`config.mk`:
```
export PLATFORM = sky130hd
export DESIGN_NAME = mine_ann_sequencer
export DESIGN_NICKNAME = d
export VERILOG_FILES = /design/src/rtl/mine_ann_pkg.sv /design/src/rtl/mine_ann_sequencer_acc.sv /design/src/rtl/mine_ann_sequencer.sv
export SDC_FILE = /design/constraint.sdc
export NUM_CORES = 1
export LEC_CHECK = 0
export CORE_ASPECT_RATIO = 1.25
export CORE_MARGIN = 2
export CORE_UTILIZATION = 45
export DETAILED_ROUTE_END_ITERATION = 10
export PLACE_DENSITY = 0.66
export SYNTH_ARGS = -nofsm -noshare
export SYNTH_HDL_FRONTEND = slang
export SYNTH_SLANG_ARGS = --single-unit
```
`constraint.sdc`:
```
create_clock -name clk -period 5.8 [get_ports clk]
set_input_delay 1.16 -clock clk [delete_from_list [all_inputs] [get_ports clk]]
set_output_delay 1.16 -clock clk [all_outputs]
set_load 0.02 [all_outputs]
```
`src/rtl/mine_ann_pkg.sv`:
```
`default_nettype none
// ============================================================================
//  Module      : mine_ann_pkg
//  Description : Shared types, default widths and the fixed Q4.4 weight and
//                bias tables for the sequenced mine-detection network.
//  Revision    : 1.0 - initial release
// ============================================================================
package mine_ann_pkg;

  localparam int N_HID = 4;   // hidden neurons; output fan-in
  localparam int N_IN  = 4;   // sensor switches
  localparam int N_OUT = 2;   // indicator neurons
  localparam int W_W   = 8;   // weight/bias width, signed Q4.4
  localparam int ACC_W = 12;  // accumulator width, signed

  typedef enum logic [2:0] {
    S_IDLE   = 3'd0,
    S_LATCH  = 3'd1,
    S_HIDDEN = 3'd2,
    S_OUTPUT = 3'd3,
    S_DONE   = 3'd4
  } state_t;

  typedef logic signed [W_W-1:0] coef_t;

  // Hidden neuron j passes sensor j straight through: weight +1.0 on its own
  // input, bias -0.5, so it fires exactly when that switch is set.
  localparam coef_t W_H [N_HID][N_IN] = '{
    '{8'sh10, 8'sh00, 8'sh00, 8'sh00},
    '{8'sh00, 8'sh10, 8'sh00, 8'sh00},
    '{8'sh00, 8'sh00, 8'sh10, 8'sh00},
    '{8'sh00, 8'sh00, 8'sh00, 8'sh10}
  };
  localparam coef_t B_H [N_HID] = '{8'shF8, 8'shF8, 8'shF8, 8'shF8};

  // Output 0 fires on any active hidden neuron (OR, bias -0.5);
  // output 1 needs all four active (AND, bias -3.5).
  localparam coef_t W_O [N_OUT][N_HID] = '{
    '{8'sh10, 8'sh10, 8'sh10, 8'sh10},
    '{8'sh10, 8'sh10, 8'sh10, 8'sh10}
  };
  localparam coef_t B_O [N_OUT] = '{8'shF8, 8'shC8};

endpackage
`default_nettype wire

```
`src/rtl/mine_ann_sequencer_acc.sv`:
```
`default_nettype none
// ============================================================================
//  Module      : ann_gated_acc
//  Description : Shared gated-accumulate step. Either loads the sign-extended
//                bias or adds the sign-extended weight when the gate input is
//                set. Purely combinational; the caller owns the register.
//  Revision    : 1.0 - initial release
// ============================================================================
module ann_gated_acc #(
  parameter int W_W   = 8,
  parameter int ACC_W = 12
) (
  input  logic                    load,
  input  logic                    en,
  input  logic signed [W_W-1:0]   bias,
  input  logic signed [W_W-1:0]   weight,
  input  logic                    gate,
  input  logic signed [ACC_W-1:0] acc,
  output logic signed [ACC_W-1:0] acc_next,
  output logic                    sign
);

  logic signed [ACC_W-1:0] bias_ext;
  logic signed [ACC_W-1:0] weight_ext;

  assign bias_ext   = {{(ACC_W-W_W){bias[W_W-1]}}, bias};
  assign weight_ext = {{(ACC_W-W_W){weight[W_W-1]}}, weight};

  // Bias load starts a neuron; otherwise a gated add stands in for x*w.
  always_comb begin
    acc_next = acc;
    if (en) begin
      if (load)
        acc_next = bias_ext;
      else if (gate)
        acc_next = acc + weight_ext;
    end
  end

  assign sign = acc_next[ACC_W-1];

endmodule
`default_nettype wire

```
`src/rtl/mine_ann_sequencer.sv`:
```
`default_nettype none
// ============================================================================
//  Module      : mine_ann_sequencer
//  Description : Time-multiplexed evaluation controller. Latches the four
//                switches on start, walks every hidden then output neuron
//                through one shared gated accumulator, and presents the two
//                indicator results with a one-cycle done pulse.
//  Revision    : 1.0 - initial release
// ============================================================================
import mine_ann_pkg::*;

module mine_ann_sequencer #(
  parameter int N_HID = mine_ann_pkg::N_HID,
  parameter int W_W   = mine_ann_pkg::W_W,
  parameter int ACC_W = mine_ann_pkg::ACC_W
) (
  input  logic clk,
  input  logic rst_n,
  input  logic start,
  input  logic switch_1,
  input  logic switch_2,
  input  logic switch_3,
  input  logic switch_4,
  output logic busy,
  output logic done,
  output logic indikator_1,
  output logic indikator_2
);

  localparam int MAX_FAN = (N_HID > N_IN) ? N_HID : N_IN;
  localparam int IDX_W   = $clog2(MAX_FAN);
  localparam int TERM_W  = $clog2(MAX_FAN + 1);
  // Term 0 is the bias cycle, so the last term index equals the fan-in.
  localparam logic [TERM_W-1:0] LAST_TERM_H = TERM_W'(N_IN);
  localparam logic [TERM_W-1:0] LAST_TERM_O = TERM_W'(N_HID);
  localparam logic [IDX_W-1:0]  LAST_HID    = IDX_W'(N_HID - 1);

  state_t                  state, state_next;
  logic [IDX_W-1:0]        neuron;
  logic [TERM_W-1:0]       term;
  logic [IDX_W-1:0]        sel;
  logic signed [ACC_W-1:0] acc, acc_next;
  logic [N_IN-1:0]         x;
  logic [N_HID-1:0]        h;
  logic [N_OUT-1:0]        y;
  logic                    load, en, gate, last, layer_end, sign, act;
  logic signed [W_W-1:0]   bias, weight;

  // Input/weight column for the current term (term 1 addresses column 0).
  assign sel = IDX_W'(term - 1'b1);
  // Strict sign test: a sum of exactly zero counts as active.
  assign act = ~sign;

  ann_gated_acc #(
    .W_W   (W_W),
    .ACC_W (ACC_W)
  ) u_acc (
    .load     (load),
    .en       (en),
    .bias     (bias),
    .weight   (weight),
    .gate     (gate),
    .acc      (acc),
    .acc_next (acc_next),
    .sign     (sign)
  );

  // Next state plus per-cycle operand selection for the shared accumulator.
  always_comb begin
    state_next = state;
    load       = 1'b0;
    en         = 1'b0;
    bias       = '0;
    weight     = '0;
    gate       = 1'b0;
    last       = 1'b0;
    layer_end  = 1'b0;
    case (state)
      S_IDLE:  if (start) state_next = S_LATCH;
      S_LATCH: state_next = S_HIDDEN;
      S_HIDDEN: begin
        en        = 1'b1;
        load      = (term == '0);
        bias      = B_H[neuron];
        weight    = W_H[neuron][sel];
        gate      = x[sel];
        last      = (term == LAST_TERM_H);
        layer_end = last && (neuron == LAST_HID);
        if (layer_end) state_next = S_OUTPUT;
      end
      S_OUTPUT: begin
        en        = 1'b1;
        load      = (term == '0);
        bias      = B_O[neuron[0]];
        weight    = W_O[neuron[0]][sel];
        gate      = h[sel];
        last      = (term == LAST_TERM_O);
        layer_end = last && neuron[0];
        if (layer_end) state_next = S_DONE;
      end
      S_DONE:  state_next = S_IDLE;
      default: state_next = S_IDLE;
    endcase
  end

  // State register.
  always_ff @(posedge clk or negedge rst_n) begin
    if (!rst_n) state <= S_IDLE;
    else        state <= state_next;
  end

  // Datapath, counters and registered outputs.
  always_ff @(posedge clk or negedge rst_n) begin
    if (!rst_n) begin
      neuron      <= '0;
      term        <= '0;
      acc         <= '0;
      x           <= '0;
      h           <= '0;
      y           <= '0;
      busy        <= 1'b0;
      done        <= 1'b0;
      indikator_1 <= 1'b0;
      indikator_2 <= 1'b0;
    end else begin
      acc <= acc_next;
      if (state == S_LATCH)
        x <= {switch_4, switch_3, switch_2, switch_1};
      if (en) begin
        if (last) begin
          term   <= '0;
          neuron <= layer_end ? '0 : neuron + 1'b1;
        end else begin
          term <= term + 1'b1;
        end
      end
      if (state == S_HIDDEN && last) h[neuron]    <= act;
      if (state == S_OUTPUT && last) y[neuron[0]] <= act;
      busy <= (state_next != S_IDLE);
      done <= (state_next == S_DONE);
      // Entering DONE coincides with the final output term, so output 1
      // is taken straight from the accumulator rather than from y.
      if (state_next == S_DONE) begin
        indikator_1 <= y[0];
        indikator_2 <= act;
      end
    end
  end

endmodule
`default_nettype wire

```
# Word level (Yosys, flattened, before mapping)
# Index checks and enable logic that the tools add are counted.
# W data, S select, Z words.
[word_totals]
word_cells = 90
inputBits = 7
regBits = 34
out_inout_bits = 4
[classes]
magnitude_cmp = 8
mux = 43
bitwise_logic = 4
eq_ne = 6
add_sub_neg = 4
reduce_logical = 13
[ops]
columns = ["cell", "n"]
rows = [
  ["$mux W32", 4],
  ["$bmux W32 S2", 1],
  ["$mux W8", 8],
  ["$bmux W8 S2", 3],
  ["$mux W12", 3],
  ["$pmux W8 S2", 2],
  ["$add A12 B8 Y12", 1],
  ["$mux W3", 4],
  ["$pmux W3 S4", 1],
  ["$mux W1", 7],
  ["$eq A3 B2 Y1 const B", 2],
  ["$eq A3 B3 Y1 const B", 2],
  ["$ge A3 B3 Y1 const B", 2],
  ["$logic_and A1 B1 Y1", 6],
  ["$logic_not A3 Y1", 2],
  ["$lt A2 B3 Y1 const B", 2],
  ["$mux W6", 1],
  ["$not A2 Y3", 2],
  ["$bmux W1 S2", 2],
  ["$bwmux W4", 1],
  ["$pmux W1 S2", 2],
  ["$reduce_and A2 Y1", 2],
  ["$add A3 B1 Y3 const B", 1],
  ["$eq A3 B1 Y1 const B", 1],
  ["16 further kinds", 16],
]

# Depth between registers and ports, before layout
# Gate-level depths: netlist of run 1.
[logic_depth]
ltp_word = 14
mapped_depth = 12
depth_no_buf = 11

# Cells and area by module
# A second synthesis of run 1 with hierarchy kept.
[hier_totals]
hier_cells = 221
area_unflattened_um2 = 2133.3
[modules_own_cells]
columns = ["module", "area_each_um2", "n_inst", "cells_each"]
rows = [
  ["mine_ann_sequencer", 1373.8, 1, 109],
  ["ann_gated_acc", 759.5, 1, 112],
]

# Least setup slack after synthesis of run 1
# No wires, ideal clock.
[synth_timing]
path_kind = "register to register"
from = "register term[0]"
to = "register h[0]"
t_arrival_ps = 2383
slack_ps = 3292
synth_period_minus_slack_ps = 2508
n_path_buf = 1
path_stages_with_launch = 13
path_cell_list = "dfrtp_1 > inv_1 > ha_1 > buf_6 > mux4_1 > nor2_1 > nor2_1 > ha_1 > nand3_1 > nor3_1 > xnor2_1 > a31o_4 > mux2_2"
[synth_via]
elab_chain_cells = 12
[synth_lines]
columns = ["item", "line_no", "text"]
rows = [
  ["start: declaration", "mine_ann_sequencer.sv:40", "logic [TERM_W-1:0] term;"],
  ["start signal: assignment", "mine_ann_sequencer.sv:134", "term <= term + 1'b1;"],
  ["$sub A2 B1 Y2", "mine_ann_sequencer.sv:50", "assign sel = IDX_W'(term - 1'b1);"],
  ["$not A2 Y3 (not written as such)", "mine_ann_sequencer.sv:85, mine_ann_sequencer.sv:95", ""],
  ["$bmux W8 S2, on equally long branches", "mine_ann_sequencer.sv:95, mine_ann_sequencer.sv:85", ""],
  ["$mux W8, on equally long branches (2 in series)", "mine_ann_sequencer.sv:95, mine_ann_sequencer.sv:85", ""],
  ["$pmux W8 S2", "mine_ann_sequencer.sv:78", "case (state)"],
  ["$add A12 B8 Y12", "mine_ann_sequencer_acc.sv:36", "acc_next = acc + weight_ext;"],
  ["$mux W12", "mine_ann_sequencer_acc.sv:35", "else if (gate)"],
  ["$mux W12", "mine_ann_sequencer_acc.sv:33", "if (load)"],
  ["$mux W12", "mine_ann_sequencer_acc.sv:32", "if (en) begin"],
  ["$not A1 Y1", "mine_ann_sequencer.sv:52", "assign act = ~sign;"],
  ["$bwmux W4", "mine_ann_sequencer.sv:137", "if (state == S_HIDDEN && last) h[neuron] <= act;"],
  ["end signal: indexed assignment", "mine_ann_sequencer.sv:137", ""],
  ["end: declaration", "mine_ann_sequencer.sv:44", "logic [N_HID-1:0] h;"],
]
# Several ways; a longest one is shown, not always the timed one. The select of a mux whose other input is x is not followed.
# A chain may end at the register's enable or synchronous reset.

# Worst setup path after layout of run 1
[layout_timing]
from = "register term[0]"
to = "register indikator_2"
[layout_via]
elab_chain_cells = 11
[layout_lines]
columns = ["item", "line_no", "text"]
rows = [
  ["$sub A2 B1 Y2", "mine_ann_sequencer.sv:50", ""],
  ["$not A2 Y3 (not written as such)", "mine_ann_sequencer.sv:85, mine_ann_sequencer.sv:95", ""],
  ["$bmux W8 S2, on equally long branches", "mine_ann_sequencer.sv:95, mine_ann_sequencer.sv:85", ""],
  ["$mux W8, on equally long branches (2 in series)", "mine_ann_sequencer.sv:95, mine_ann_sequencer.sv:85", ""],
  ["$pmux W8 S2", "mine_ann_sequencer.sv:78", ""],
  ["$add A12 B8 Y12", "mine_ann_sequencer_acc.sv:36", ""],
  ["$mux W12", "mine_ann_sequencer_acc.sv:35", ""],
  ["$mux W12", "mine_ann_sequencer_acc.sv:33", ""],
  ["$mux W12", "mine_ann_sequencer_acc.sv:32", ""],
  ["$not A1 Y1", "mine_ann_sequencer.sv:52", ""],
  ["end signal: assignment", "mine_ann_sequencer.sv:145", "indikator_2 <= act;"],
  ["end: declaration", "mine_ann_sequencer.sv:27", "output logic indikator_2"],
]
# Several ways; a longest one is shown, not always the timed one. The select of a mux whose other input is x is not followed.

==> summary.txt, run 1 <==
GRT
  – First-pass GRT wire length: 5.023 mm
  – Gr ovfl total: 0
  – Overall global routing resource usage: 0.1781
  – Initial antenna violation count: 0
  – Vias in the first global route: 1,072
  – Largest net degree at the start of global routing: 30

Worst setup path
  – Worst path bufs/invs: 1
  – R2R setup slack: roughly 3.0 ns
  – Critical path peak fanout: 8
  – R2R Path End: indikator_2
  – Critical Setup Path Class: reg -> reg
  – Register-to-Register Path Depth: 11
  – Crit path largest cell delay: roughly 0.48 ns
  – Crit-path slowest cell: dfrtp_1
  – Worst Setup SP: term[0]
  – Element type at the critical path start: register
  – CP cell instances: inv_1 -> ha_1 -> mux4_1 -> nor2_1 -> nor2_1 -> ha_1 -> nand3_1 -> nor3_1 -> xnor2_1 -> a31o_4 -> mux2_4
  – WP data required: ~6.0 ns
  – Cell family with the largest share of critical-path delay: adder cells
  – Setup crit end kind: register
  – Worst path arrival time: 2.97 ns
  – RR Startpoint: term[0]

Yosys
  – Compound-Gate Fraction of Synth Area: 0.09166
  – Simple-Gate Fraction of Synth Area: 0.1685
  – Register area share after synthesis: 0.4789
  – Synth Area in XOR/XNOR: 0.02890
  – Syn nets: 156
  – Synth warn: 0
  – Adder-Cell Fraction of Synth Area: 0.06606
  – Mapped Area: around 1500 µm²
  – Library cells used by synthesis: 34
  – Mux cell area share after synthesis: 0.1354
  – #FFs+latches synth: 29
  – Synthesized area per cell: between 10 and 15 µm²
  – Largest family of logic cells by synthesized area: simple AND/OR/NAND/NOR gates
  – Cells after synthesis: 141

Die
  – Die height: ~70 µm
  – Die ar.: between 3000 and 4000 µm²
  – CORE AREA: approximately 3200 µm²
  – Initial cell density of the core: 0.4701
  – Site Rows: 23
  – DIE WIDTH: around 56 µm
  – Num ports: 11

Finish
  – Final nets: 171
  – Area Growth Syn to Fin: 14.53%
  – Reg area: between 700 and 800 µm²
  – Number of diodes: 0
  – Area of the multi-input gates: about 740 µm²
  – Ratio of cells with drive above 1 in the final layout: 0.1410
  – Post-Layout Cell Count: about 190
  – Layout filler cell count: between 200 and 300

Timing
  – Tmin final: 2.804 ns
  – Final TNS setup: 0 ns
  – Fmax: 356.6 MHz
  – Final period utilization: 0.4835
  – # setup viols final: 0
  – RSZ-0062 raised after global routing: no
  – Worst-Margin Slew: between 0.5 and 0.6 ns
  – Skew final: approximately 0.012 ns
  – Slew headroom: 0.6322
  – Pins Over Slew Limit: 0
  – Final Hold Viols: 0
  – Post-route setup slack: 2.996 ns

Clock tree
  – Setup bufs post-CTS: 0
  – Clk sinks: 29
  – Clock-pin slew on the worst setup and hold paths: 0.07 ns
  – CTS resizes: 0
  – CTS Root Cell: clkbuf_8
  – Worst-Skew Late Latency: approximately 0.29 ns
  – CTS tree: built
  – CTS buffer count: 5
  – CTS Buffer Depth: 2
  – Hold_buf cts: 0
  – H-tree levels: 2

Drt
  – Number of remaining DRC errors: 0
  – Pre-antenna DRT Iters: 4
  – ANT nets after route: 0
  – Via Count: between 1,000 and 1,500
  – Routed wire length: just under 3 mm
  – Drt initial violations: 23
  – WL per Instance: about 15 µm
  – Post-DR vias/cell: around 5.5

Place
  – IO Port Bufs: 10
  – Final HPWL DP: 2.102 mm
  – GP Congestion: 0.7798
  – Post-place setup slack: between 3 and 4 ns
  – # placed instances: roughly 190

Pwr
  – Static Leak: approximately 0.78 nW
  – Pwr/cell area: between 500 and 600 nW/µm²
  – Maximum vdd ir drop: between 200 and 300 µV

Min path
  – Startpoint of the worst hold path: y[0]
  – Hold EP: y[0]
  – HP Class: reg -> reg
  – Hold depth: 1

Flow run
  – Max_cap viols: 0

Outcome
  – Status: completed
## per-layer routing
layer  vias up  wire length, µm  track usage
met2        11             1583       0.3199
met5         -                0            0
met3         5               82      0.05410
li1        517                -            -
met4         0               60      0.09226
met1       528             1202       0.1929
## cell type report
type / instances / area share
tap: 37 / 0.02668
inverter: 7 / 0.01514
timing repair buffer: 11 / 0.06200
multi-input combinational: 102 / 0.4283
clock buffer: 7 / 0.04975
sequential: 29 / 0.4182
## cells in the mapped netlist
cell       n  area, µm²
a21bo_2    1      10.01
a21o_1     1      7.510
a21oi_1    3      15.01
a221o_1    1      10.01
a2bb2o_4   1      20.02
a31o_4     1      17.52
a31oi_1    3      18.77
buf_2      1      5.000
buf_6      1      11.26
clkbuf_1   1      3.750
dfrtp_1   29      725.7
ha_1       8      100.1
inv_1      7      26.28
mux2_1     1      11.26
mux2_2    10      112.6
mux2_4     1      15.01
mux2i_1    4      40.04
mux4_1     1      26.28
nand2_1   20      75.07
nand2b_1   1      6.260
nand3_1    4      20.02
nand3b_1   2      15.01
nand3b_2   1      11.26
nand4_1    1      6.260
nor2_1    12      45.04
nor2b_1    4      25.02
nor3_1     5      25.02
nor3b_1    1      7.510
nor4_1     2      12.51
o211a_1    1      10.01
o21ai_0    6      30.03
or3_1      1      6.260
xnor2_1    4      35.03
xor2_1     1      8.760
## logic make-up (layout without fill, tap and decap cells)
logic type,count (synthesis),after routing
XOR/XNOR,5,5
adder cells (fa/ha/maj),8,8
AND/OR/NAND/NOR,54,54
flip-flops,29,29
multiplexers,17,17
buffers and inverters,10,25
AO/OA/AOI/OAI,18,18
## metrics by stage
| stage | utilization | cell area [µm²] | hold slack (ns) | power [mW] |
|---|---|---|---|---|
| global placement | 0.5116 | 1649 | 0.4866 | 0.7733 |
| floorplan | - | 1515 | 0.4718 | 0.7040 |
| global route | 0.5384 | 1735 | 0.5210 | 1.045 |
| detailed placement | 0.5116 | 1649 | 0.4950 | 0.7960 |
| finish | 0.5384 | 1735 | 0.5097 | 0.9661 |
| CTS | 0.5384 | 1735 | 0.5089 | 0.9710 |
## layout by cell type (no fill, tap or decap), drive strengths merged
cell type       n
nand3           4
nor2           12
mux4            1
a21o            1
a21oi           3
nand3b          3
nor3            5
a21bo           1
a31o            1
a31oi           3
a221o           1
o211a           1
xor2            1
inv             7
nand2          20
or3             1
nand4           1
a2bb2o          1
nand2b          1
nor2b           4
o21ai           6
clkdlybuf4s50  10
xnor2           4
mux2i           4
ha              8
mux2           12
nor3b           1
buf             1
clkbuf          7
dfrtp          29
nor4            2
## flip-flops by register name, summed over array words and instances, names as in the netlist, named ones only
register / flops
state: 3
term: 3
done: 1
indikator_1: 1
acc: 7
neuron: 2
y: 1
h: 4
x: 4
busy: 1
indikator_2: 1
## how the worst max path moves through the flow
stage / to / cells after the start
after floorplan: h[0] / 12
after global placement: indikator_2 / 11
after detailed placement: h[3] / 11
after CTS: h[3] / 11
after global routing: h[2] / 11
final: indikator_2 / 11
## power breakdown
group	total (mW)	switching, mW	leakage (nW)	internal (mW)
Sequential	0.346	0.0710	0.336	0.275
Clock	0.168	0.0745	0.0443	0.0939
Combinational	0.452	0.236	0.397	0.216
Power figures use the tool's default switching activity.
==> run 2, diff against run 1 <==
PLACE_DENSITY = 0.68   (was 0.66)
clock period = 2.4 ns   (was 5.8 ns; I/O delays follow)
==> run 2 against run 1 <==
Die area did not move. Sequential share of layout area fell by 2.1 points. Routed wire length rose by 4.4%. Setup slack got worse by 3.0 ns. Critical endpoint is now h[3]. Critical path depth did not move. Worst hold slack got worse by 0.0025 ns. First-iteration DRC count fell by 13%. Cell count rose by 4.1%. Clock skew fell by 0.0085 ns. Global-route usage rose by 0.98 points. Clock-buffer cell count fell by 1. Largest power group unchanged. Highest routed layer unchanged. Combinational power rose to 2.9 times the previous value.
==> summary.txt, run 2 (synthesis gave the netlist of run 1 again) <==
Die
  – CORE AREA: ~3200 µm²
  – Num ports: 11
  – DIE WIDTH: ~56 µm
  – Initial cell density of the core: 0.4701
  – Die ar.: between 3000 and 4000 µm²
  – Site Rows: 23
  – Die height: 68.88 µm

Timing
  – Worst-Margin Slew: 0.5814 ns
  – RSZ-0062 raised after global routing: yes
  – Final Hold Viols: 0
  – Pins Over Slew Limit: 0
  – Final period utilization: 0.9883
  – Skew final: ~0.0033 ns
  – Slew headroom: 0.6116
  – Tmin final: between 2 and 2.5 ns
  – # setup viols final: 0
  – Fmax: about 420 MHz

Place
  – DP Area: roughly 1700 µm²
  – Final HPWL DP: between 2 and 2.5 mm
  – # placed instances: roughly 190
  – IO Port Bufs: 10
  – GP Congestion: approximately 0.79

Drt
  – ANT nets after route: 0
  – Drt initial violations: 20
  – Number of remaining DRC errors: 0
  – Routed wire length: 3.058 mm
  – Post-DR vias/cell: roughly 5.4
  – WL per Instance: 15.21 µm
  – Via Count: approximately 1,100
  – Pre-antenna DRT Iters: 4

Finish
  – Commonest non-fill, non-tap cells in the layout: dfrtp_1 (27), nand2_1 (20), nor2_1 (10), clkdlybuf4s50_1 (10), mux2_2 (9)
  – Util after Layout: 0.5691
  – Reg area: 728.2 µm²
  – Area of the multi-input gates: roughly 800 µm²
  – Layout filler cell count: 292
  – Number of diodes: 0
  – Post-Layout Cell Count: between 200 and 250
  – Register with the most flip-flops: acc
  – Most common cell after layout, fill and taps aside: dfrtp_1
  – Area Growth Syn to Fin: 21.06%
  – Max reg flops: 7
  – Design Area, Final: about 1800 µm²
  – Final nets: ~180
  – Top flop regs: acc (7), h (4), x (4)
  – Ratio of cells with drive above 1 in the final layout: 0.2683

Worst setup path
  – Critical Setup Path Class: reg -> reg
  – RR Startpoint: neuron[0]
  – Setup crit end kind: register
  – Worst path arrival time: roughly 2.5 ns
  – R2R setup slack: 0.03 ns
  – Element type at the critical path start: register
  – WP data required: 2.57 ns
  – Critical path peak fanout: 7
  – R2R Path End: h[3]
  – Register-to-Register Path Depth: 11

Outcome
  – Status: completed

Flow run
  – Max_cap viols: 0

Clock tree
  – H-tree levels: 2
  – CTS Root Cell: clkbuf_8
  – CTS tree: built
  – Worst-Skew Late Latency: 0.28 ns
  – Hold_buf cts: 0
  – CTS Buffer Depth: 2
  – Clk sinks: 29
  – CTS buffer count: 5
  – Clock-pin slew on the worst setup and hold paths: about 0.06 ns

Min path
  – HP Class: reg -> reg
  – Hold depth: 1
  – Startpoint of the worst hold path: indikator_1
  – Hold EP: indikator_1

GRT
  – Vias in the first global route: 1,158
  – Initial antenna violation count: 0
  – Gr ovfl total: 0
  – Largest net degree at the start of global routing: 30
  – Overall global routing resource usage: 0.1880
  – First-pass GRT wire length: 5.361 mm

Pwr
  – Static Leak: 0.8083 nW
  – Pwr/cell area: around 1400 nW/µm²
  – Maximum vdd ir drop: 737.9 µV
==> run 2: cell types whose count changed in the layout (fill, tap and decap cells not counted), sizes merged <==
| cell | before | now |
|---|---|---|
| buf | 1 | 8 |
| clkbuf | 7 | 6 |
| clkinv | 0 | 2 |
==> run 2: critical path: stages (launching register included) <==
cell	delay (ns)
dfrtp_1	0.42
inv_2	0.09
ha_4	0.16
mux4_2	0.46
nor2_2	0.11
nor2_2	0.05
ha_2	0.18
nand3_2	0.08
nor3_2	0.05
xnor2_1	0.13
a31o_4	0.26
mux2_4	0.26
==> run 2: worst max-delay path by stage <==
stage,start,to,slack (ns),depth (start not counted)
floorplan,term[0],h[3],0.02,12
global placement,neuron[0],indikator_2,0.06,11
detailed placement,neuron[0],h[2],-0.03,11
CTS,neuron[0],h[2],-0.01,11
global route,neuron[0],y[0],-0.09,11
finish,neuron[0],h[3],0.03,11
==> run 2: where the power goes <==
part           internal, mW  total [mW]  switching (mW)
clock                 0.200       0.388           0.188
sequential            0.666       0.801           0.135
combinational         0.638        1.31           0.672
total                  1.50        2.50           0.994
==> run 2: timing repair <==
action / 4_1_cts / 5_1_grt
endpoints found under the setup margin: 6 / 7
setup buffers: 2 / 0
gates resized for setup: 5 / 7
pin swaps: 5 / 2
==> run 2: area by class of cell <==
| class | count | area share |
|---|---|---|
| Inverter | 7 | 0.01432 |
| Multi-Input combinational cell | 102 | 0.4311 |
| Sequential cell | 29 | 0.3970 |
| Timing Repair Buffer | 18 | 0.08731 |
| Tap cell | 37 | 0.02524 |
| Clock inverter | 2 | 0.005457 |
| Clock buffer | 6 | 0.03956 |
==> run 2: stage by stage <==
step | setup WS (ns) | power [mW] | hold slack, ns | setup TNS (ns)
after floorplan | 0.01881 | 1.727 | 0.1844 | 0
after global placement | 0.05551 | 1.974 | 0.4896 | 0
after detailed placement | -0.03347 | 2.028 | 0.4957 | -0.1358
after CTS | -0.01065 | 2.471 | 0.5101 | -0.01065
after global routing | -0.08745 | 2.722 | 0.5169 | -0.4614
final | 0.02807 | 2.499 | 0.5072 | 0
==> run 2: per-layer routing <==
| metal | up-vias | wire [µm] | GRT usage |
|---|---|---|---|
| met5 | - | 0 | 0 |
| met4 | 0 | 68 | 0.08333 |
| met3 | 7 | 112 | 0.05224 |
| met2 | 26 | 1626 | 0.3467 |
| met1 | 526 | 1250 | 0.2050 |
| li1 | 531 | - | - |
==> run 3, diff against run 2 <==
CORE_UTILIZATION = 40   (was 45)
PLACE_DENSITY = 0.62   (was 0.68)
==> run 3 against run 2 <==
The run now ends with setup timing left. Clock power up 36%. Die area up 12%. First-iteration DRC count up 45%. Power up 11%. Register-to-register slack worse by 0.04 ns. Utilization down 4.8 points. Critical path type unchanged. Sequential cell count unchanged. Design area up 5.7%. Sequential share of layout area down 2.1 points. Routed wire length up 0.33%.
==> summary.txt, run 3 (synthesis gave the netlist of run 1 again) <==
Outcome
  – Status: finished, violations left
  – Failing checks: setup timing

Finish
  – Layout filler cell count: 330
  – Top flop regs: acc (7), h (4), x (4)
  – Reg area: 729.5 µm²
  – Most common cell after layout, fill and taps aside: dfrtp_1
  – Final nets: 180
  – Number of diodes: 0
  – Ratio of cells with drive above 1 in the final layout: 0.3012
  – Commonest non-fill, non-tap cells in the layout: dfrtp_1 (26), nand2_1 (20), nor2_1 (10), clkdlybuf4s50_1 (10), buf_4 (10)
  – Area Growth Syn to Fin: 27.91%
  – Area of the multi-input gates: around 830 µm²
  – Post-Layout Cell Count: a little over 200
  – Design Area, Final: about 1900 µm²
  – Register with the most flip-flops: acc
  – Max reg flops: 7

Clock tree
  – CTS Root Cell: clkbuf_8
  – H-tree levels: 2
  – Hold_buf cts: 0
  – CTS tree: built
  – CTS buffer count: 5
  – Worst-Skew Late Latency: ~0.28 ns
  – Clock-pin slew on the worst setup and hold paths: around 0.060 ns
  – Clk sinks: 29
  – CTS Buffer Depth: 2

Pwr
  – Pwr/cell area: ~1400 nW/µm²
  – Pwr Total: 2.763 mW
  – Maximum vdd ir drop: 578.8 µV
  – P_int: 1.718 mW
  – Comb pwr share: 0.513
  – Sw power: between 1 and 1.5 mW
  – Seq pwr share: 0.296
  – Clock group share of total power: 0.192
  – Switch share: 0.3781
  – Static Leak: approximately 0.84 nW

Drt
  – Drt initial violations: 29
  – Post-DR vias/cell: between 5 and 6
  – Routed wire length: slightly above 3 mm
  – Number of remaining DRC errors: 0
  – ANT nets after route: 0
  – Pre-antenna DRT Iters: 5
  – Via Count: between 1,000 and 1,500
  – WL per Instance: 14.89 µm

Worst setup path
  – WP data required: roughly 2.6 ns
  – Setup crit end kind: register
  – Worst path arrival time: 2.58 ns
  – Critical path peak fanout: 7
  – Element type at the critical path start: register
  – R2R setup slack: -0.007 ns
  – Critical Setup Path Class: reg -> reg

Die
  – Initial cell density of the core: 0.4071
  – Die height: roughly 73 µm
  – Die ar.: 4299 µm²
  – Num ports: 11
  – Site Rows: 25
  – CORE AREA: between 3000 and 4000 µm²
  – DIE WIDTH: 59.05 µm

Place
  – DP Area: about 1700 µm²
  – # placed instances: approximately 200
  – Post-place setup slack: 0.01979 ns
  – GP Congestion: 0.8495
  – Final HPWL DP: about 2.2 mm
  – IO Port Bufs: 10

Timing
  – Final period utilization: 1.003
  – # setup viols final: 1
  – RSZ-0062 raised after global routing: yes
  – Final Hold Viols: 0
  – Worst-Margin Slew: around 0.6 ns
  – Post-route setup slack: -0.007303 ns
  – Fmax: between 400 and 500 MHz
  – Final TNS setup: -0.007303 ns
  – Skew final: between 0.008 and 0.009 ns
  – Slew headroom: 0.5902
  – Pins Over Slew Limit: 0
  – Tmin final: 2.407 ns

GRT
  – Initial antenna violation count: 0
  – Largest net degree at the start of global routing: 30
  – Overall global routing resource usage: 0.1699
  – Gr ovfl total: 0
  – Vias in the first global route: approximately 1,100
  – First-pass GRT wire length: 5.326 mm

Flow run
  – Max_cap viols: 0

Min path
  – HP Class: reg -> reg
## run 3: cell type report
cell class                 instances  area share
clock buffer                       6     0.04261
clock inverter                     2     0.01937
inverter                           7     0.01485
multi-input combinational        102      0.4306
sequential                        29      0.3764
tap                               40     0.02582
timing repair buffer              20     0.09038
## run 3: what timing repair did
item / CTS / global route
endpoints found under the setup margin: 6 / 7
gates resized for setup: 2 / 17
pin swaps: 5 / 7
buffers inserted: 1 / 1
## run 3: through the flow
stage,util,hold WS (ns)
after global routing,0.5207,0.5157
after detailed placement,0.4608,0.4907
after CTS,0.4951,0.5052
after floorplan,-,0.1844
after global placement,0.4608,0.4886
final,0.5207,0.5085
## run 3: critical path: stages (launching register included)
cell	delay, ns
dfrtp_2	0.42
inv_2	0.08
ha_4	0.16
mux4_2	0.46
nor2_2	0.11
nor2_2	0.05
ha_2	0.20
nand3_4	0.09
nor3_4	0.05
xnor2_2	0.14
a31o_4	0.26
mux2_4	0.27
## run 3: final timing paths
path	from	to	depth (start not counted)
setup reg to reg	neuron[0]	h[0]	11
hold reg to reg	x[0]	x[0]	1
hold / removal	x[0]	x[0]	1
setup / recovery	neuron[0]	h[0]	11
max in group asynchronous	rst_n	term[0]	2
min in group asynchronous	rst_n	acc[9]	2
## run 3: power by group through the flow
stage | Combinational, mW | Clock, mW | Sequential, mW
finish | 1.42 | 0.529 | 0.817
global route | 1.57 | 0.569 | 0.839
CTS | 1.29 | 0.542 | 0.799
detailed placement | 1.26 | 0 | 0.805
global placement | 1.23 | 0 | 0.796
floorplan | 0.924 | 0 | 0.803
## run 3: per-layer routing
metal / vias up / wire length, µm / track usage
met1: 534 / 1313 / 0.1982
met2: 15 / 1615 / 0.2827
met5: - / 0 / 0
met3: 6 / 71 / 0.04433
met4: 0 / 68 / 0.08838
li1: 535 / - / -
